**config.mk**
```make
export PLATFORM = sky130hd
export DESIGN_NAME = ir_carrier_detector
export DESIGN_NICKNAME = d
export VERILOG_FILES = /design/src/rtl/ir_carrier_detector.sv
export SDC_FILE = /design/constraint.sdc
export NUM_CORES = 1
export LEC_CHECK = 0
export CAP_MARGIN = 30
export CORE_UTILIZATION = 35
export CTS_CLUSTER_DIAMETER = 40
export CTS_CLUSTER_SIZE = 8
export DETAILED_ROUTE_END_ITERATION = 7
export PLACE_DENSITY = 0.65
export SLEW_MARGIN = 20
export SYNTH_ARGS = -nofsm -noshare
export SYNTH_HDL_FRONTEND = slang
export SYNTH_SLANG_ARGS = --single-unit
```
**constraint.sdc**
```tcl
create_clock -name clk -period 4.5 [get_ports clk]
set_clock_uncertainty 0.1 [all_clocks]
set_input_delay 0.675 -clock clk [delete_from_list [all_inputs] [get_ports clk]]
set_output_delay 0.675 -clock clk [all_outputs]
set_load 0.005 [all_outputs]
```
**src/rtl/ir_carrier_detector.sv**
```systemverilog
// IR carrier detector: measures the rise-to-rise period of the incoming
// carrier, classifies it into one of three bins and locks after a run of
// consecutive matching periods. The status LED is active-low.
module ir_carrier_detector #(
  parameter int PER_A    = 800,
  parameter int PER_B    = 600,
  parameter int PER_C    = 400,
  parameter int TOL      = 40,
  parameter int LOCK_CNT = 8,
  parameter int MISS_MAX = 3,
  parameter int TIMEOUT  = 4000
) (
  input  logic        clk,
  input  logic        rst,
  input  logic        rx_in,
  output logic [15:0] period_meas,
  output logic        period_valid,
  output logic [1:0]  freq_code,
  output logic        locked,
  output logic        led
);

  typedef enum logic [1:0] {
    S_IDLE = 2'd0,
    S_ACQ  = 2'd1,
    S_LOCK = 2'd2
  } state_t;

  localparam logic [15:0] LOCK16 = 16'(LOCK_CNT);
  localparam logic [15:0] MISS16 = 16'(MISS_MAX);
  localparam logic [15:0] TO16   = 16'(TIMEOUT - 1);

  logic        s1_q, s2_q, s3_q;
  logic        rise;
  logic [15:0] cnt_q;
  logic        armed_q;
  state_t      state_q;
  logic [1:0]  cand_q;
  logic [15:0] match_q;
  logic [15:0] miss_q;
  logic [15:0] period_q;
  logic [15:0] period_d;
  logic        pvalid_q;
  logic [1:0]  freq_q;
  logic        led_q;
  logic [1:0]  bin;

  // Inclusive tolerance window around a nominal period.
  function automatic logic in_win(input logic [15:0] p, input int nom);
    int d;
    d = int'(p) - nom;
    return (d <= TOL) && (d >= -TOL);
  endfunction

  // Two-stage synchronizer plus a delay flop for edge detection.
  always_ff @(posedge clk) begin
    if (!rst) begin
      s1_q <= 1'b0;
      s2_q <= 1'b0;
      s3_q <= 1'b0;
    end else begin
      s1_q <= rx_in;
      s2_q <= s1_q;
      s3_q <= s2_q;
    end
  end

  assign rise     = s2_q & ~s3_q;
  assign period_d = cnt_q + 16'd1;

  // Classify the candidate period; bins are tried in order A, B, C.
  always_comb begin
    bin = 2'd0;
    if (in_win(period_d, PER_A))      bin = 2'd1;
    else if (in_win(period_d, PER_B)) bin = 2'd2;
    else if (in_win(period_d, PER_C)) bin = 2'd3;
  end

  // Period counter, measurement, lock FSM and timeout; all outputs registered.
  always_ff @(posedge clk) begin
    if (!rst) begin
      cnt_q    <= '0;
      armed_q  <= 1'b0;
      state_q  <= S_IDLE;
      cand_q   <= '0;
      match_q  <= '0;
      miss_q   <= '0;
      period_q <= '0;
      pvalid_q <= 1'b0;
      freq_q   <= '0;
      led_q    <= 1'b1;
    end else begin
      pvalid_q <= 1'b0;
      led_q    <= ~(state_q == S_LOCK);
      if (rise) begin
        cnt_q <= '0;
        if (!armed_q) begin
          armed_q <= 1'b1;
          state_q <= S_ACQ;
        end else begin
          period_q <= period_d;
          pvalid_q <= 1'b1;
          case (state_q)
            S_ACQ: begin
              if (bin != 2'd0 && bin == cand_q) begin
                match_q <= match_q + 16'd1;
                if (match_q + 16'd1 == LOCK16) begin
                  state_q <= S_LOCK;
                  freq_q  <= cand_q;
                  miss_q  <= '0;
                end
              end else begin
                cand_q  <= bin;
                match_q <= (bin != 2'd0) ? 16'd1 : 16'd0;
                // A lock count of one locks on the first in-band period.
                if (bin != 2'd0 && LOCK16 == 16'd1) begin
                  state_q <= S_LOCK;
                  freq_q  <= bin;
                  miss_q  <= '0;
                end
              end
            end
            S_LOCK: begin
              if (bin == freq_q) begin
                miss_q <= '0;
              end else begin
                miss_q <= miss_q + 16'd1;
                if (miss_q + 16'd1 == MISS16) begin
                  state_q <= S_ACQ;
                  freq_q  <= '0;
                  cand_q  <= bin;
                  match_q <= (bin != 2'd0) ? 16'd1 : 16'd0;
                end
              end
            end
            default: ;
          endcase
        end
      end else begin
        if (cnt_q != '1) cnt_q <= cnt_q + 16'd1;
        if (cnt_q == TO16) begin
          state_q <= S_IDLE;
          armed_q <= 1'b0;
          cand_q  <= '0;
          match_q <= '0;
          miss_q  <= '0;
          freq_q  <= '0;
        end
      end
    end
  end

  assign period_meas  = period_q;
  assign period_valid = pvalid_q;
  assign freq_code    = freq_q;
  assign locked       = (state_q == S_LOCK);
  assign led          = led_q;

endmodule
```
* Word level (Yosys, flattened, before mapping)
Cells that the tools add are included.
** Cells by class
- $lt $le $gt $ge :: 6
- Bitwise logic cells :: 4
- Muxes and demuxes :: 41
- Add/sub/neg operators :: 6
- Eq/ne operators :: 20
- Reduce and logical (&&, ||, !) cells :: 14
** Operator list (number)
- 16-bit two-way mux :: 11
- 16-bit one-hot mux with 2 select lines :: 2
- 17-bit by 7-bit >= comparator with 1-bit output (second input constant) :: 3
- 17-bit by 7-bit <= comparator with 1-bit output (second input constant) :: 3
- 16-bit by 1-bit adder with 16-bit output (second input constant) :: 3
- 2-bit two-way mux :: 21
- 16-bit by 10-bit subtractor with 17-bit output (second input constant) :: 2
- 16-bit by 9-bit subtractor with 17-bit output (second input constant) :: 1
- 16-bit by 12-bit == test with 1-bit output (second input constant) :: 1
- 16-bit by 2-bit == test with 1-bit output (second input constant) :: 1
- 16-bit by 4-bit == test with 1-bit output (second input constant) :: 1
- 16-bit != test (second input constant) :: 1
- 3-bit != test (second input constant) :: 4
- 4-bit != test (second input constant) :: 3
- 2-bit one-hot mux with 2 select lines :: 3
- 6-bit AND reduction :: 2
- 5-bit AND reduction :: 2
- 4-bit by 3-bit != test with 1-bit output (second input constant) :: 2
- 7-bit AND reduction :: 1
- 3-bit by 2-bit != test with 1-bit output (second input constant) :: 2
- 2-bit == test :: 2
- 1-bit logical AND :: 4
- 1-bit two-way mux :: 4
- 2-bit AND reduction :: 2
- 7 further kinds :: 10
** Word-level totals
- Word-level logic and storage cells :: 104
- Flip-flop bits (word level) :: 76

* Longest topological paths before layout
Gate-level depths: netlist of the first run.
- Depth in word-level cells :: 14
- Gate-level depth with buffers :: 20
- Depth with buffers taken out :: 18

* Least setup slack after synthesis of the first run
Ideal clock, no wire load.
- Path type :: reg2reg
- Start point :: register cnt_q[0]
- End point :: register miss_q[14]
- Buffers on the path :: 2
- Path slack :: 137 ps
- Clock period less this slack :: 4363 ps
- Data required time :: 4331 ps
- Arrival :: 4194 ps
- Library setup time :: 69 ps
- Cell stages (with the launch flop) :: 20
- Cell sequence :: dfxtp_1 -> ha_1 -> and2_0 -> buf_2 -> nand2_1 -> xor2_1 -> inv_1 -> ha_1 -> nand2b_1 -> o22a_1 -> o21ai_0 -> o221ai_1 -> a2111oi_0 -> o221ai_1 -> o22a_1 -> and2_1 -> or3_1 -> buf_2 -> or4_1 -> o21ai_1
** Between the ends
- Cells in the longest elaborated chain, start to end :: 12
- Elaborated cells between the ends (all ways) :: 28
- Those cells by class :: add/sub: 4; order compare: 6; eq/ne: 4; mux: 7; reduce/logical: 7
** Ends and longest elaborated chain
- start, declared :: line 35 : logic [15:0] cnt_q;
- start signal, assigned :: line 140 : if (cnt_q != '1) cnt_q <= cnt_q + 16'd1;
- 16-bit by 1-bit adder with 16-bit output (*) :: line 69 : assign period_d = cnt_q + 16'd1;
- via period_d[4] :: line 42 : logic [15:0] period_d;
- 16-bit by 9-bit subtractor with 17-bit output :: line 51 : d = int'(p) - nom;
- 17-bit by 7-bit <= comparator with 1-bit output / 17-bit by 7-bit >= comparator with 1-bit output (equally long branches) :: line 52 : return (d <= TOL) && (d >= -TOL);
- 1-bit logical AND :: line 52
- 2-bit two-way mux :: line 76 : else if (in_win(period_d, PER_C)) bin = 2'd3;
- 2-bit two-way mux :: line 75 : else if (in_win(period_d, PER_B)) bin = 2'd2;
- 2-bit two-way mux (*) :: line 74 : if (in_win(period_d, PER_A)) bin = 2'd1;
- 2-bit == test :: line 124 : if (bin == freq_q) begin
- 16-bit two-way mux :: line 124
- 16-bit one-hot mux with 2 select lines :: line 103 : case (state_q)
- 16-bit two-way mux :: line 97 : if (!armed_q) begin
- 16-bit two-way mux :: line 95 : if (rise) begin
- end signal, assigned :: line 127 : miss_q <= miss_q + 16'd1;
- end, declared :: line 40 : logic [15:0] miss_q;
The timed path passes the listed nets; every way through them passes the cells marked *. The select of a mux whose other input is x is not followed.
A chain may end at the register's enable or synchronous reset.

* Worst setup path after layout of the first run
- Start point :: register cnt_q[0]
- End point :: register miss_q[7]
** Between the ends
- Cells in the longest elaborated chain, start to end :: 12
- Elaborated cells between the ends (all ways) :: 28
- Those cells by class :: add/sub: 4; order compare: 6; eq/ne: 4; mux: 7; reduce/logical: 7
** Ends and longest elaborated chain (line)
- 16-bit by 1-bit adder with 16-bit output :: 69
- 16-bit by 9-bit subtractor with 17-bit output :: 51
- 17-bit by 7-bit <= comparator with 1-bit output / 17-bit by 7-bit >= comparator with 1-bit output (equally long branches) :: 52
- 1-bit logical AND :: 52
- 2-bit two-way mux :: 76
- 2-bit two-way mux :: 75
- 2-bit two-way mux :: 74
- 2-bit == test :: 124
- 16-bit two-way mux :: 124
- 16-bit one-hot mux with 2 select lines :: 103
- 16-bit two-way mux :: 97
- 16-bit two-way mux :: 95
Parallel ways exist; a longest one is shown, timed or not. The select of a mux whose other input is x is not followed.

==> results.md, run 1 <==
- The run finished with clean final reports.
- In this run the clock root is driven by a sky130_fd_sc_hd__clkbuf_16.
- The area of all placed cells without fillers is 0.00611 mm².
- Along the worst path, the maximum fanout reaches 13.
- Summing all placed instances gives a cell area of 0.00578 mm².
- The power per unit of standard cell area is 242 mW/mm².
- The final number of hold-violating endpoints is 0.
- After the last flow step, the layout net total stands at 734.
- On the worst path, the slowest cell contributes a delay of 0.47 ns.
- The final weighted congestion in routability-driven placement is 0.914.
- The setup path with the least slack is of type reg2reg.
- The post-route setup TNS is 0 ns.
- The maximum vdd drop is 0.000192 V.
- The leakage power of the design is 2.05 nW.
- Measured along the y axis, the die boundary spans 124 µm.
- After detailed routing, the average wire length per cell comes to 16.0 µm.
- In this design, the critical path's most frequently occurring cell is sky130_fd_sc_hd__o22a_1.
- Data arrives at the worst endpoint at 4.41 ns.
- The post-placement worst setup slack is -0.0448 ns.
- The total via count in the routed design is 5284.
- Once placement completed, the tool counted placed cells totaling 897.
- The worst hold path terminates at s2_q.
- The placeable core area is 0.0146 mm².
- The starting DRC count in detailed routing is 318.
- The Yosys step of the flow raised 0 warnings.
- The startpoint type of the worst setup path is a flop.
- For the worst flop-to-flop path, the logic depth is 17.
- The synthesized netlist devotes 32.9% of its cell area to simple gates.
- Counting instances in the post-synthesis netlist gives the leading cell types as sky130_fd_sc_hd__nand2_1, sky130_fd_sc_hd__dfxtp_1, sky130_fd_sc_hd__nor2_1, sky130_fd_sc_hd__a21oi_1, sky130_fd_sc_hd__nand3_1.
- The initial antenna violation count is 0.
- The max-cap check violation count is 0.
- The number of clock buffers inserted by TritonCTS is 9.
- Traced cell by cell, the critical path runs through buf_4 -> and3_1 -> a21boi_2 -> or2_2 -> clkinv_2 -> ha_1 -> nand2b_1 -> o22a_1 -> o21ai_0 -> o221ai_1 -> a2111oi_2 -> o221ai_2 -> o22a_1 -> and2_1 -> or3_4 -> or4_1 -> a31oi_1.
- The mean cell area of the mapped netlist is 7.49 µm².
- The count of flip-flops with a built-in enable after synthesis is 0.
- Counting every sink on the clock net gives 76.
- The number of global-route vias before repair is 4754.
- The count of cell types in the netlist is 78.
- The count of antenna diodes in the layout is 0.
- Summing the sequential cell areas from Yosys gives 29.0% of the chip area.
- Dividing the detail-routed via count by the number of cells gives 5.80.
- The startpoint identified for the worst register-to-register timing path is cnt_q[0].
- The clock slew at the register clock pins of the worst setup and hold paths is 0.06 ns.
- After detailed routing, the number of remaining DRC violations is 0.
- The pre-antenna-repair detailed-routing pass consisted of 5 iterations.
- The clock tree from TritonCTS is yes.
- The area share of xor/xnor cells in the synthesized design is 5.15%.
- The area share of the largest cell type after synthesis is 29.0%.
- Of the total synthesized cell area, the portion taken by full adders, half adders and majority gates is 1.67%.
- The maximum count of clock buffers along a single path is 2.
- The worst setup path is captured at a flop.
- After synthesis, the cell types taking the most area are sky130_fd_sc_hd__dfxtp_1, sky130_fd_sc_hd__nand2_1, sky130_fd_sc_hd__a21oi_1, sky130_fd_sc_hd__nor2_1, sky130_fd_sc_hd__nand3_1.
- By area, the combinational part of the netlist is dominated by simple AND/OR/NAND/NOR gates.
- The multiplexer share of the synthesized area is 1.57%.
- In this run the worst hold path is classified as reg2reg.
- The endpoint identified for the worst register-to-register timing path is miss_q[7].
- Cells fill 41.9% of the core in the end.
- The clock period could shrink to 4.23 ns.
- Static timing analysis puts the maximum clock frequency at 236 MHz.
- For this design the top-level I/O count stands at 24.
- The source of the worst hold timing path is s1_q.
- The layout has 1517 filler cells.
- The worst pin sits at a relative slew slack of 56.9%.
- The post-synth net total is 711.
- The number of setup buffers added after CTS is 0.
- The remaining number of nets flagged by the antenna check after routing is 0.
- The library cell occupying the most area in the post-synthesis netlist is sky130_fd_sc_hd__dfxtp_1.
- The non-filler instance count after layout is 911.
- The total overflow left after global routing is 0.
- The final-report max-slew violation count was 0.
- The detailed-route wire length is 14500 µm.
- The portion of the clock cycle consumed by the worst path in the final layout is 94.0%.
- The die covers 0.0155 mm².
- Once routing completed, OpenROAD measured the worst setup slack at 0.271 ns.
- The floorplan step set the die width to 124 µm.
- The most common cell in the netlist is sky130_fd_sc_hd__nand2_1.
- The effective utilization at floorplan is 36.0%.
- The critical-path cell with the highest stage delay is sky130_fd_sc_hd__or3_4.
- The completed layout was analyzed and its total power is 1.48 mW.
- The share of the synthesized area in compound gates (AO/OA/AOI/OAI) is 23.9%.
- Synthesis produced 701 cells.
- The wire-length estimate of the detail-placed layout is 10200 µm.
- The global routing usage summed across all routing layers is 19.0%.
- The most common flop cell mapped by yosys is sky130_fd_sc_hd__dfxtp_1.
- The number of port buffers is 23.
- The total of hold buffers inserted after clock tree synthesis is 0.
- At the worst endpoint, the required time is 4.68 ns.
- Of the cells placed in the final design, the portion with a size suffix greater than 1 is 11.8%.
- The number of placement rows is 44.
- After synthesis the netlist holds a flip-flop and latch count of 76.
- At the pin with the least slew margin, the transition time is 0.641 ns.
- The final hold slack is 0.353 ns.
- The area of the mapped netlist is 0.00525 mm².
- The first global-routing pass estimated 24300 µm of wire.
- Setup violations remaining at the end of the flow were counted as 0.
- The clock latency of the later-clocked register in the worst-skew pair is 0.35 ns.
- For flop-to-flop paths, the worst setup slack is 0.27 ns.
- The relative area change from synthesis to final layout is 16.4%.
- The number of cells on the worst hold path is 1.
- Of all flip-flops after synthesis, the portion carrying an async set or reset was 0%.
- Entering global routing, the biggest net connects 40 pins.
- The H-tree generated during clock tree synthesis spans 3 levels.
-- cell type report --
cell class / instances / area [µm²] / share of cell area (%)
sequential: 76 / 1520 / 24.9
inverter: 19 / 72.6 / 1.19
multi-input combinational: 556 / 3470 / 56.8
clock inverter: 4 / 51.3 / 0.839
timing repair buffer: 62 / 523 / 8.56
clock buffer: 10 / 239 / 3.91
tap: 184 / 230 / 3.77
-- layer usage --
metal,vias to the layer above,wire length (µm),track usage [%]
li1,2663,-,-
met2,118,6380,28.8
met4,0,300,6.73
met3,22,625,4.25
met5,-,0,0
met1,2481,7230,26.3
-- where the power goes --
| part | total (mW) | internal (mW) | switching, mW | leakage [nW] |
|---|---|---|---|---|
| logic | 0.0605 | 0.0209 | 0.0396 | 1.29 |
| registers | 0.685 | 0.679 | 0.00571 | 0.614 |
| clock network | 0.732 | 0.438 | 0.294 | 0.140 |
-- flip-flops by register name, summed over array words and instances (netlist names), 2 cells and up --
| register | flops |
|---|---|
| cand_q | 2 |
| cnt_q | 16 |
| freq_code | 2 |
| match_q | 16 |
| miss_q | 16 |
| period_meas | 16 |
| state_q | 2 |
-- layout by cell type, fill, tap and decap left out, types with 16 or more instances in the layout --
master,Yosys,layout
sky130_fd_sc_hd__a21oi_1,50,50
sky130_fd_sc_hd__and3_1,16,16
sky130_fd_sc_hd__or3_1,19,18
sky130_fd_sc_hd__o21ai_0,16,16
sky130_fd_sc_hd__o22ai_1,27,26
sky130_fd_sc_hd__clkdlybuf4s50_1,0,23
sky130_fd_sc_hd__nand2_1,79,79
sky130_fd_sc_hd__a211oi_1,21,19
sky130_fd_sc_hd__inv_1,18,18
sky130_fd_sc_hd__buf_4,5,39
sky130_fd_sc_hd__nor3_1,26,24
sky130_fd_sc_hd__nor2_1,53,52
sky130_fd_sc_hd__nand4_1,16,16
sky130_fd_sc_hd__a31oi_1,19,19
sky130_fd_sc_hd__nand3_1,38,38
sky130_fd_sc_hd__dfxtp_1,76,75
-- critical path: cells and delay by family, from the launching register on --
family	cells	cell delay [ns]
fa+ha+maj	1	0.22
simple gates	6	1.59
flops	1	0.31
compound gates	8	1.67
buf+inv	2	0.27
-- cells by family after synthesis --
group,Yosys count
AOI/OAI and AO/OA,189
muxes,8
xor gates and xnor gates,27
buffers and inverters,69
adders and majority gates,7
DFF,76
and+or+nand+nor,325
-- worst max-delay path by stage --
stage               startpoint    endpoint
floorplan             cnt_q[0]  miss_q[14]
global placement      cnt_q[1]  miss_q[14]
detailed placement    cnt_q[1]  miss_q[14]
CTS                   cnt_q[1]   miss_q[1]
global route          cnt_q[0]   miss_q[7]
finish                cnt_q[0]   miss_q[7]
-- what timing repair did --
action | CTS | global route
resized for setup | 2 | 8
hold endpoints to repair | 0 | 0
endpoints found under the setup margin | 5 | 38
pin swaps | 0 | 1
(Power assumes the default switching activity.)
==> inputs of run 2 (changes only) <==
--- a/config.mk
+++ b/config.mk
@@ -10,7 +10,7 @@
 export CTS_CLUSTER_DIAMETER = 40
 export CTS_CLUSTER_SIZE = 8
 export DETAILED_ROUTE_END_ITERATION = 7
-export PLACE_DENSITY = 0.65
+export PLACE_DENSITY = 0.63
 export SLEW_MARGIN = 20
 export SYNTH_ARGS = -nofsm -noshare
 export SYNTH_HDL_FRONTEND = slang
==> constraint.sdc (replaced) <==
create_clock -name clk -period 4.9 [get_ports clk]
set_clock_uncertainty 0.1 [all_clocks]
set_input_delay 0.735 -clock clk [delete_from_list [all_inputs] [get_ports clk]]
set_output_delay 0.735 -clock clk [all_outputs]
set_load 0.005 [all_outputs]
==> run 2 against run 1 <==
Net effect: wire length up 4.1%; final cell count down 1.1%; clock power up 3%; worst hold slack better by 0.0027 ns; register-to-register slack better by 0.096 ns; die area unchanged; sequential share of layout area up 0.31 points; setup slack better by 0.096 ns; global-route usage up 0.82 points; maximum frequency down 6.7%; combinational power down 6.4%; highest routed layer unchanged.
==> results.md, run 2 (synthesis gave the netlist of run 1 again) <==
- The wire length on met3 came to 922 µm (+48%).
- The number of port buffers is 23 (unchanged).
- The residual DRC count is 0 (unchanged).
- The transition time at the pin with the least slew margin is 0.931 ns (+0.290 ns).
- The total via count in the routed design is 5396 (+2.1%).
- The area enclosed by the die boundary came to 0.0155 mm² (unchanged).
- The signal on the critical path passes through ha_1 -> and2_0 -> nand2_1 -> xor2_1 -> inv_1 -> ha_1 -> nand2b_1 -> o22a_1 -> o21ai_0 -> o221ai_1 -> a2111oi_1 -> o221ai_1 -> o22a_1 -> and2_1 -> or3_1 -> or4_1 -> a31oi_1.
- The startpoint type of the worst setup path is a flop.
- The remaining number of nets flagged by the antenna check after routing is 0 (unchanged).
- The placeable core area is 0.0146 mm² (unchanged).
- The portion of the clock cycle consumed by the worst path in the final layout was 92.5% (-1.5 points).
- The run finished with clean final reports.
- The min-delay analysis places its worst path in the category reg2reg.
- The effective utilization at floorplan is 36.0% (unchanged).
- The global routing usage summed across all routing layers was 19.8% (+0.82 points).
- The number of clock buffers inserted by TritonCTS is 9 (unchanged).
- The pin count of the biggest net entering global routing is 40 (unchanged).
- The instance area at placement is 0.00569 mm² (-1.4%).
- The maximum vdd drop is 0.000216 V (+13%).
- Setup repair after global routing left no endpoint under its margin.
- The relative area change from synthesis to final layout is 14.9%.
- The total power is 1.44 mW (-2.8%).
- The first-pass iteration count of the detailed router is 5 (unchanged).
- The most common cell after layout, fill and taps aside is sky130_fd_sc_hd__nand2_1.
- The register cell area after layout is 0.00152 mm² (about the same).
- The clock tree from TritonCTS is yes.
- The post-route met1 wirelength is 7190 µm (-0.64%).
- The detailed-route wire length is 15100 µm (+4.1%).
- The chip height is 124 µm (unchanged).
- The share of cells above drive strength 1 was 9.34% (-2.5 points).
- The sort of element at the end of the critical path is a flop.
- The number of filler cells placed in the layout is 1433 (-5.5%).
- CTS placed an instance of sky130_fd_sc_hd__clkbuf_16 at the clock tree root.
- The die boundary width was 124 µm (unchanged).
- The library cells used most frequently in the layout, excluding fill and tap cells, are sky130_fd_sc_hd__nand2_1, sky130_fd_sc_hd__dfxtp_1, sky130_fd_sc_hd__nor2_1, sky130_fd_sc_hd__a21oi_1, sky130_fd_sc_hd__nand3_1.
- The layout net count is 723 (-1.5%).
- The remaining max-slew budget at the tightest pin was 37.9% (-19 points).
- The final design utilization is 41.3% (-0.55 points).
- The clock latency of the later-clocked register in the worst-skew pair is 0.35 ns (about the same).
- The initial antenna violation count is 0 (unchanged).
- The time the final worst path needs with I/O delays and setup came to 4.53 ns (+0.304 ns).
- The number of global-route vias before repair is 4898 (+3.0%).
- The internal reg-to-reg setup slack is 0.37 ns (+0.10 ns).
- The required time of the critical path is 5.07 ns (+0.39 ns).
- The global-route wire length before repair was 25000 µm (+3.0%).
- The critical-path cell with the highest stage delay is sky130_fd_sc_hd__or3_1.
- The critical path is of the reg2reg type.
- The highest metal layer carrying signal wires in the routed design is met4.
- The number of ports placed on the die boundary is 24 (unchanged).
- The number of setup buffers added after CTS is 0 (unchanged).
- The starting DRC count in detailed routing is 348 (+9.4%).
- The H-tree depth reported by CTS came to 3 (unchanged).
- The met2 wire length is 6700 µm (+5.0%).
- The upper clock frequency limit is 221 MHz (-6.7%).
- The count of antenna diodes in the layout is 0 (unchanged).
- The final HPWL from detailed placement was 10500 µm (+2.7%).
- The area occupied by multi-input gates is 0.00343 mm² (-1.2%).
- The leakage power of the design is 2.02 nW (-1.5%).
- The data arrival at the endpoint of the critical path is 4.71 ns (+0.30 ns).
- The final-report max-slew violation count is 0 (unchanged).
- The detail-routed via count per cell came to 5.99 (+3.3%).
- Among cell families on the critical path, the largest total delay comes from simple AND/OR/NAND/NOR gates.
- The delay of the slowest critical-path stage is 0.56 ns (+0.09 ns).
- The residual overflow from global routing came to 0 (unchanged).
- The number of placement rows was 44 (unchanged).
- The average wire length per cell after detail routing is 16.8 µm (+5.2%).
- The number of buffer and inverter instances along the worst setup path is 1 (-1).
- The maximum count of clock buffers along a single path is 2 (unchanged).
- The final weighted congestion in routability-driven placement is 0.977 (+6.9%).
- The power per unit of standard cell area is 238 mW/mm² (-1.5%).
- The total of endpoints with negative setup slack in the final report is 0 (unchanged).
- The max-cap check violation count was 0 (unchanged).
- The largest driver fanout on the critical path was 10 (-3).
- The clock slew at the register clock pins of the worst setup and hold paths is 0.06 ns (about the same).
- The post-route setup TNS was 0 ns (unchanged).
- The final number of hold-violating endpoints came to 0 (unchanged).
- The number of clock sinks is 76 (unchanged).
- The area of all placed cells without fillers is 0.00603 mm² (-1.3%).
[run 2: cell count changes in the layout (fill, tap and decap cells not counted), sizes merged]
cell	delta
bufinv	+1
clkbuf	+2
clkinv	-1
buf	-11
clkinvlp	-1
[run 2: layout make-up]
class | count | area share [%]
multi-input combinational | 556 | 56.9
clock inverter | 3 | 1.14
clock buffer | 12 | 4.42
tap | 184 | 3.82
inverter | 19 | 1.20
sequential | 76 | 25.2
timing repair buffer | 51 | 7.30
[run 2: per-layer routing]
metal | GRT usage, % | vias to the layer above
met2 | 30.4 | 200
met3 | 4.42 | 26
met4 | 7.80 | 0
met5 | 0 | -
li1 | - | 2643
met1 | 26.9 | 2527
[run 2: final timing paths]
kind              cells past startpoint   endpoint      from
setup / recovery                     17  miss_q[6]  cnt_q[0]
hold / removal                        1       s2_q      s1_q
setup reg to reg                     17  miss_q[6]  cnt_q[0]
hold reg to reg                       1       s2_q      s1_q
[run 2: worst reg2reg max path, stage by stage, from the launching register on]
cell                        delay (ns)
sky130_fd_sc_hd__dfxtp_1          0.31
sky130_fd_sc_hd__ha_1             0.20
sky130_fd_sc_hd__and2_0           0.18
sky130_fd_sc_hd__nand2_1          0.12
sky130_fd_sc_hd__xor2_1           0.21
sky130_fd_sc_hd__inv_1            0.07
sky130_fd_sc_hd__ha_1             0.26
sky130_fd_sc_hd__nand2b_1         0.17
sky130_fd_sc_hd__o22a_1           0.18
sky130_fd_sc_hd__o21ai_0          0.16
sky130_fd_sc_hd__o221ai_1         0.15
sky130_fd_sc_hd__a2111oi_1        0.44
sky130_fd_sc_hd__o221ai_1         0.23
sky130_fd_sc_hd__o22a_1           0.28
sky130_fd_sc_hd__and2_1           0.20
sky130_fd_sc_hd__or3_1            0.56
sky130_fd_sc_hd__or4_1            0.46
sky130_fd_sc_hd__a31oi_1          0.17
[run 2: repair_timing]
| item | 4_1_cts | 5_1_grt |
|---|---|---|
| hold buffers | 0 | 0 |
| gates resized for setup | 0 | 1 |
| setup endpoints to repair | 0 | 6 |
[run 2: power by group]
group          internal (mW)  switching (mW)
clock                  0.486           0.266
sequential             0.624         0.00431
combinational         0.0186          0.0380
total                   1.13           0.308
[run 2: metrics by stage]
step / instances / hold slack, ns / setup WS, ns
6_report: 901 / 0.356 / 0.366
5_1_grt: 901 / 0.371 / 0.0321
4_1_cts: 901 / 0.358 / 0.355
3_5_place_dp: 886 / 0.324 / 0.394
3_3_place_gp: 886 / 0.334 / 0.467
2_1_floorplan: 701 / 0.312 / 0.537
